--- src/rtl/top_pkg.sv ---
// Shared types for the camera front-end: RAW12 pixel/word types, gearbox constants,
// the unpack FSM encoding and the triplet-to-pixel unpack helper.
package top_pkg;

    typedef logic [11:0] raw12_pix_t;

    // Two-pixel word handed to the de-Bayer stage; p1 is the odd column.
    typedef struct packed {
        raw12_pix_t p1;
        raw12_pix_t p0;
    } lane_raw_data_t;

    localparam int RAW12_BYTES_PER_WORD = 3;
    localparam int RAW12_LANE_BYTES     = 2;

    typedef enum logic [1:0] {
        ST_IDLE   = 2'd0,
        ST_ACTIVE = 2'd1,
        ST_DONE   = 2'd2
    } raw12_state_e;

    // b2 carries the four LSBs of both pixels: low nibble for P0, high nibble for P1.
    function automatic lane_raw_data_t raw12_unpack(input logic [7:0] b0,
                                                    input logic [7:0] b1,
                                                    input logic [7:0] b2);
        lane_raw_data_t w;
        w.p0 = {b0, b2[3:0]};
        w.p1 = {b1, b2[7:4]};
        return w;
    endfunction

endpackage

--- src/rtl/raw12_gearbox.sv ---
// RAW12 gearbox: 2 bytes/cycle in, one unpacked two-pixel word out per completed byte triplet.
// word/word_stb are combinational; the caller registers them. clear restarts at residue 0.
module raw12_gearbox
    import top_pkg::*;
(
    input  logic        clk,
    input  logic        rst_n,
    input  logic        clear,
    input  logic        byte_valid,
    input  logic [15:0] byte_in,
    output logic [23:0] word,
    output logic        word_stb
);

    logic [1:0]     res_cnt_r;
    logic [7:0]     res0_r;
    logic [7:0]     res1_r;

    logic [1:0]     cnt_eff_s;
    logic [1:0]     cnt_nxt_s;
    logic [7:0]     res0_nxt_s;
    logic [7:0]     res1_nxt_s;
    logic [7:0]     t0_s;
    logic [7:0]     t1_s;
    logic [7:0]     t2_s;
    logic           stb_s;
    lane_raw_data_t word_s;

    // A clear in the same cycle as data makes those bytes the first of the new line.
    assign cnt_eff_s = clear ? 2'd0 : res_cnt_r;

    // Residue bookkeeping and triplet selection for the 0 -> 2 -> 1 -> 0 cycle.
    always_comb begin
        cnt_nxt_s  = cnt_eff_s;
        res0_nxt_s = res0_r;
        res1_nxt_s = res1_r;
        t0_s       = 8'h00;
        t1_s       = 8'h00;
        t2_s       = 8'h00;
        stb_s      = 1'b0;
        if (byte_valid) begin
            case (cnt_eff_s)
                2'd0: begin
                    res0_nxt_s = byte_in[7:0];
                    res1_nxt_s = byte_in[15:8];
                    cnt_nxt_s  = 2'd2;
                end
                2'd2: begin
                    t0_s       = res0_r;
                    t1_s       = res1_r;
                    t2_s       = byte_in[7:0];
                    stb_s      = 1'b1;
                    res0_nxt_s = byte_in[15:8];
                    cnt_nxt_s  = 2'd1;
                end
                2'd1: begin
                    t0_s      = res0_r;
                    t1_s      = byte_in[7:0];
                    t2_s      = byte_in[15:8];
                    stb_s     = 1'b1;
                    cnt_nxt_s = 2'd0;
                end
                default: begin
                    cnt_nxt_s = 2'd0;
                end
            endcase
        end else begin
            cnt_nxt_s = cnt_eff_s;
        end
    end

    // Unpack the selected triplet into two pixels.
    always_comb begin
        word_s = raw12_unpack(t0_s, t1_s, t2_s);
    end

    assign word     = word_s;
    assign word_stb = stb_s;

    // Residue state registers.
    always_ff @(posedge clk or negedge rst_n) begin
        if (!rst_n) begin
            res_cnt_r <= 2'd0;
            res0_r    <= 8'h00;
            res1_r    <= 8'h00;
        end else begin
            res_cnt_r <= cnt_nxt_s;
            res0_r    <= res0_nxt_s;
            res1_r    <= res1_nxt_s;
        end
    end

endmodule

--- src/rtl/csi2_raw12_unpack.sv ---
// CSI-2 RAW12 payload unpacker: line FSM, word counter, framing errors and output registers.
// Build option RAW12_PAT_GEN_EN replaces camera data by a per-line column ramp.
module csi2_raw12_unpack
    import top_pkg::*;
#(
    parameter int LINE_LENGTH = 640
) (
    input  logic        clk,
    input  logic        rst_n,
    input  logic        line_start,
    input  logic [15:0] byte_in,
    input  logic        byte_valid,
    output logic [23:0] data_out,
    output logic        data_valid,
    output logic        line_done,
    output logic        err_short,
    output logic        err_long
);

    localparam int CNT_W = (LINE_LENGTH > 1) ? $clog2(LINE_LENGTH) : 1;
    localparam logic [CNT_W-1:0] LAST_WORD = CNT_W'(LINE_LENGTH - 1);

    if ((LINE_LENGTH % 2) != 0) begin : g_bad_line_length
        $error("csi2_raw12_unpack: LINE_LENGTH must be even");
    end

    raw12_state_e     state_r;
    raw12_state_e     state_nxt_s;
    logic [CNT_W-1:0] word_cnt_r;
    logic [CNT_W-1:0] cnt_nxt_s;
    logic             long_seen_r;
    logic             long_seen_nxt_s;
    logic             line_done_nxt_s;
    logic             err_short_nxt_s;
    logic             err_long_nxt_s;

    logic             gb_clear_s;
    logic             gb_valid_s;
    logic [23:0]      gb_word_s;
    logic             gb_stb_s;
    logic [23:0]      word_sel_s;

    logic [23:0]      data_out_r;
    logic             data_valid_r;
    logic             line_done_r;
    logic             err_short_r;
    logic             err_long_r;

    // Bytes reach the gearbox only inside a line, or with the line_start that opens one.
    assign gb_clear_s = line_start;
    assign gb_valid_s = byte_valid && (line_start || (state_r == ST_ACTIVE));

    raw12_gearbox u_gearbox (
        .clk        (clk),
        .rst_n      (rst_n),
        .clear      (gb_clear_s),
        .byte_valid (gb_valid_s),
        .byte_in    (byte_in),
        .word       (gb_word_s),
        .word_stb   (gb_stb_s)
    );

`ifdef RAW12_PAT_GEN_EN
    logic [11:0] pat_p0_s;
    assign pat_p0_s   = 12'({word_cnt_r, 1'b0});
    assign word_sel_s = {pat_p0_s | 12'd1, pat_p0_s};
`else
    assign word_sel_s = gb_word_s;
`endif

    // Line FSM, word counter and framing-error detection.
    always_comb begin
        state_nxt_s     = state_r;
        cnt_nxt_s       = word_cnt_r;
        long_seen_nxt_s = long_seen_r;
        line_done_nxt_s = 1'b0;
        err_short_nxt_s = 1'b0;
        err_long_nxt_s  = 1'b0;
        case (state_r)
            ST_IDLE: begin
                if (line_start) begin
                    state_nxt_s     = ST_ACTIVE;
                    cnt_nxt_s       = '0;
                    long_seen_nxt_s = 1'b0;
                end else begin
                    state_nxt_s = ST_IDLE;
                end
            end
            ST_ACTIVE: begin
                if (line_start) begin
                    err_short_nxt_s = 1'b1;
                    cnt_nxt_s       = '0;
                end else if (gb_stb_s) begin
                    if (word_cnt_r == LAST_WORD) begin
                        state_nxt_s     = ST_DONE;
                        cnt_nxt_s       = '0;
                        line_done_nxt_s = 1'b1;
                        long_seen_nxt_s = 1'b0;
                    end else begin
                        cnt_nxt_s = word_cnt_r + CNT_W'(1);
                    end
                end else begin
                    cnt_nxt_s = word_cnt_r;
                end
            end
            ST_DONE: begin
                if (line_start) begin
                    state_nxt_s     = ST_ACTIVE;
                    cnt_nxt_s       = '0;
                    long_seen_nxt_s = 1'b0;
                end else if (byte_valid && !long_seen_r) begin
                    err_long_nxt_s  = 1'b1;
                    long_seen_nxt_s = 1'b1;
                end else begin
                    long_seen_nxt_s = long_seen_r;
                end
            end
            default: begin
                state_nxt_s = ST_IDLE;
                cnt_nxt_s   = '0;
            end
        endcase
    end

    // State and counter registers.
    always_ff @(posedge clk or negedge rst_n) begin
        if (!rst_n) begin
            state_r     <= ST_IDLE;
            word_cnt_r  <= '0;
            long_seen_r <= 1'b0;
        end else begin
            state_r     <= state_nxt_s;
            word_cnt_r  <= cnt_nxt_s;
            long_seen_r <= long_seen_nxt_s;
        end
    end

    // Output registers; data_out keeps the last word between pulses.
    always_ff @(posedge clk or negedge rst_n) begin
        if (!rst_n) begin
            data_out_r   <= 24'h000000;
            data_valid_r <= 1'b0;
            line_done_r  <= 1'b0;
            err_short_r  <= 1'b0;
            err_long_r   <= 1'b0;
        end else begin
            data_out_r   <= gb_stb_s ? word_sel_s : data_out_r;
            data_valid_r <= gb_stb_s;
            line_done_r  <= line_done_nxt_s;
            err_short_r  <= err_short_nxt_s;
            err_long_r   <= err_long_nxt_s;
        end
    end

    assign data_out   = data_out_r;
    assign data_valid = data_valid_r;
    assign line_done  = line_done_r;
    assign err_short  = err_short_r;
    assign err_long   = err_long_r;

endmodule

--- config.mk ---
export PLATFORM = sky130hd
export DESIGN_NAME = csi2_raw12_unpack
export DESIGN_NICKNAME = d
export VERILOG_FILES = /design/src/rtl/top_pkg.sv /design/src/rtl/raw12_gearbox.sv /design/src/rtl/csi2_raw12_unpack.sv
export SDC_FILE = /design/constraint.sdc
export NUM_CORES = 1
export LEC_CHECK = 0
export ABC_CLOCK_PERIOD_IN_PS = 1800
export BUFFER_PORTS_ARGS = -buffer_cell sky130_fd_sc_hd__buf_2
export CORE_UTILIZATION = 50
export DETAILED_ROUTE_END_ITERATION = 8
export PLACE_DENSITY = 0.75
export SYNTH_ARGS = -nofsm -noshare
export SYNTH_HDL_FRONTEND = slang
export SYNTH_SLANG_ARGS = --single-unit
--- constraint.sdc ---
create_clock -name clk -period 1.8 [get_ports clk]
set_input_delay 0.18 -clock clk [delete_from_list [all_inputs] [get_ports clk]]
set_output_delay 0.18 -clock clk [all_outputs]
set_load 0.1 [all_outputs]
==> results.toml <==
[outcome]
status = "finished, violations left"
violations = "negative setup slack"

[power]
power_density_mw_per_mm2 = 1430
power_uw = 5210
p_leak_uw = 0.00168
ir_drop_mv = 1.03

[global_route]
grt_max_degree = 42
antenna_found_initial = 0
grt_pass1_vias = 1849
grt_usage = 0.218
grt_pass1_wl_um = 8960
gr-total-overflow = 0

[logic_synthesis]
yosysUniqueCellTypes = 42
synthTopCellsByArea = "dfrtp_1, mux2_2, a22oi_1"
syn_area_mm2 = 0.00272
ys.flop_type = "dfrtp_1"
synth_edf_count = 0
yosysTopAreaCellShare = 0.543
ys_ff_latch = 59
ys_seq_area_frac = 0.543
syn_nets = 277
yosysWarnings = 0
syn_avg_cell_area_um2 = 10.9
async_reset_ff_frac = 1.00
yosysTopAreaCell = "dfrtp_1"
synth_cells = 250

[detailed_routing]
route.detailed.drc = 0
avgRoutedWirePerCell_um = 15.5
drtIter0Drc = 149
viasPerCell = 5.44
vias = 2150
firstDrtPassIters = 4
ant_nets = 0
routed_wl_um = 6140

[sta]
slew_violations = 0
maxSlewHeadroom = 0.676
rsz0062_at_grt = "true"
finalHoldViolCount = 0
fin_crit_sh = 1.04
tns_ns = -0.123
worstMarginPinSlew_ns = 0.486
worst_clock_skew_ns = 0.00615
fin_ws_ns = -0.0735
period_minus_slack_ns = 1.87
setup_viol = 3
fmax_mhz = 534

[setup_path]
arrival_ns = 2.09
crit_chain = "nor2b_4 > ha_4 > and2b_2 > buf_4 > o211ai_1 > xor2_1 > nor2_1"
cp_max_fo = 4
cp_data_required_time_ns = 2.01
start_kind = "flop"
cpPeakStageDelay_ns = 0.38
critPathLaunch = "u_gearbox.res_cnt_r[0]"
crit_path_top_delay_cell = "dfrtp_1"
crit_type = "reg2reg"
crit_path_end_kind = "flop"
timing.rr.start = "u_gearbox.res_cnt_r[0]"

[final_layout]
drive_above_1_share = 0.412
layout_commonest_cell = "dfrtp_1"
fin_area_mm2 = 0.00364
final_cell_mix = "dfrtp_1, buf_2, a21oi_1"
final_nets = 348
final_util = 0.703
n_antenna_cell = 0
syn_to_final_growth_pct = 33.7

[floorplanning]
start_util = 0.526
rows = 26
pin_count = 48
die_height_um = 75.8
core_mm2 = 0.00517
fp.dieArea_mm2 = 0.00574
die_width_um = 75.8

[clock_tree]
clk_pin_slew_ns = 0.06
insertion_delay_ns = 0.34
tritoncts = "built"
clockBufferDepth = 2
htree_levels = 3
cts_made_buffers = 9
cts-root-buf = "clkbuf_8"
clock-sinks = 59

[flow_run]
drv_cap = 0

[place]
io_buffers = 47
post_dp_cell_area_mm2 = 0.00321
dp_hpwl_um = 3920
gp_congestion = 0.771

[min_path]
hold_path_class = "in2reg"
worstHoldStart = "byte_in[12]"
==> sequential cells by signal (all words and copies together) (netlist names) <==
register / flops
u_gearbox.res1_r: 8
err_long: 1
data_out: 24
data_valid: 1
err_short: 1
long_seen_r: 1
state_r: 2
u_gearbox.res0_r: 8
u_gearbox.res_cnt_r: 2
line_done: 1
word_cnt_r: 10
==> kinds of logic after synthesis <==
kind of cell               Yosys count  synth area share
muxes                               25            0.0998
xor gates and xnor gates             2           0.00644
and+or+nand+nor                     63             0.117
DFF                                 59             0.543
buffers and inverters               21            0.0354
AOI/OAI and AO/OA                   73             0.167
adders and majority gates            7            0.0322
==> metrics by stage <==
stage	std cells	hold WS, ns	setup WS (ns)
2_1_floorplan	250	-0.116	0.0435
3_3_place_gp	374	0.153	-0.0279
3_5_place_dp	374	0.151	-0.0674
4_1_cts	391	0.0980	-0.00924
5_1_grt	395	0.0905	-0.114
6_report	395	0.112	-0.0735
==> metal layers <==
| layer | GRT usage | share of wire |
|---|---|---|
| met5 | 0 | 0 |
| met4 | 0.0905 | 0.018 |
| met3 | 0.0635 | 0.036 |
| met2 | 0.315 | 0.48 |
| met1 | 0.306 | 0.46 |
==> worst paths after layout <==
| path | end | slack [ns] | cells past startpoint |
|---|---|---|---|
| setup / recovery | word_cnt_r[4] | -0.07 | 7 |
| hold / removal | u_gearbox.res1_r[4] | 0.11 | 2 |
| setup reg to reg | word_cnt_r[4] | -0.07 | 7 |
| hold reg to reg | u_gearbox.res0_r[3] | 0.49 | 2 |
| max in group asynchronous | word_cnt_r[5] | 0.89 | 3 |
| min in group asynchronous | long_seen_r | 0.33 | 2 |
==> timing repair <==
| item | 4_1_cts | 5_1_grt |
|---|---|---|
| buffers inserted | 1 | 3 |
| resized for setup | 6 | 27 |
| cloned | 0 | 1 |
| hold buffers | 1 | 0 |
| endpoints found under the hold margin | 18 | 0 |
| endpoints found under the setup margin | 15 | 26 |
| pin swaps | 2 | 9 |
==> worst max-delay path, delay by kind of cell, from the launching register on <==
family	cells	cell delay, ns
simple gates	3	0.46
flops	1	0.38
fa+ha+maj	1	0.28
compound gates	1	0.26
xor+xnor	1	0.23
buf+inv	1	0.15
==> final cells by class <==
| cell class | count | area (um^2) |
|---|---|---|
| fillers | 379 | 1530 |
| flip-flops and latches | 59 | 1480 |
| multi-input cells | 170 | 1310 |
| repair buffers | 75 | 532 |
| clock buffers | 10 | 138 |
| well taps | 70 | 87.6 |
| clock inverters | 5 | 77.6 |
| inverters | 6 | 22.5 |
==> synthesized netlist by cell type (2+ instances only) <==
cell type  count
dfrtp_1       59
a21oi_1       22
nor2_1        20
nand2_1       18
mux2_2        17
a22oi_1       16
o21ai_0       16
buf_2          8
mux2i_1        8
ha_1           7
inv_1          6
clkbuf_1       5
nand2b_1       4
a31oi_1        3
and2_1         3
nor2b_1        3
o21a_1         3
o41ai_1        3
and3_2         2
nand3_1        2
o211ai_1       2
or3_1          2
xor2_1         2
==> power breakdown <==
group          internal [uW]  leakage, uW  switching (uW)
combinational            450     0.000843            1720
clock                    804     0.000108             508
sequential              1580     0.000730             150
total                   2830      0.00168            2380
Power figures use the tool's default switching activity.
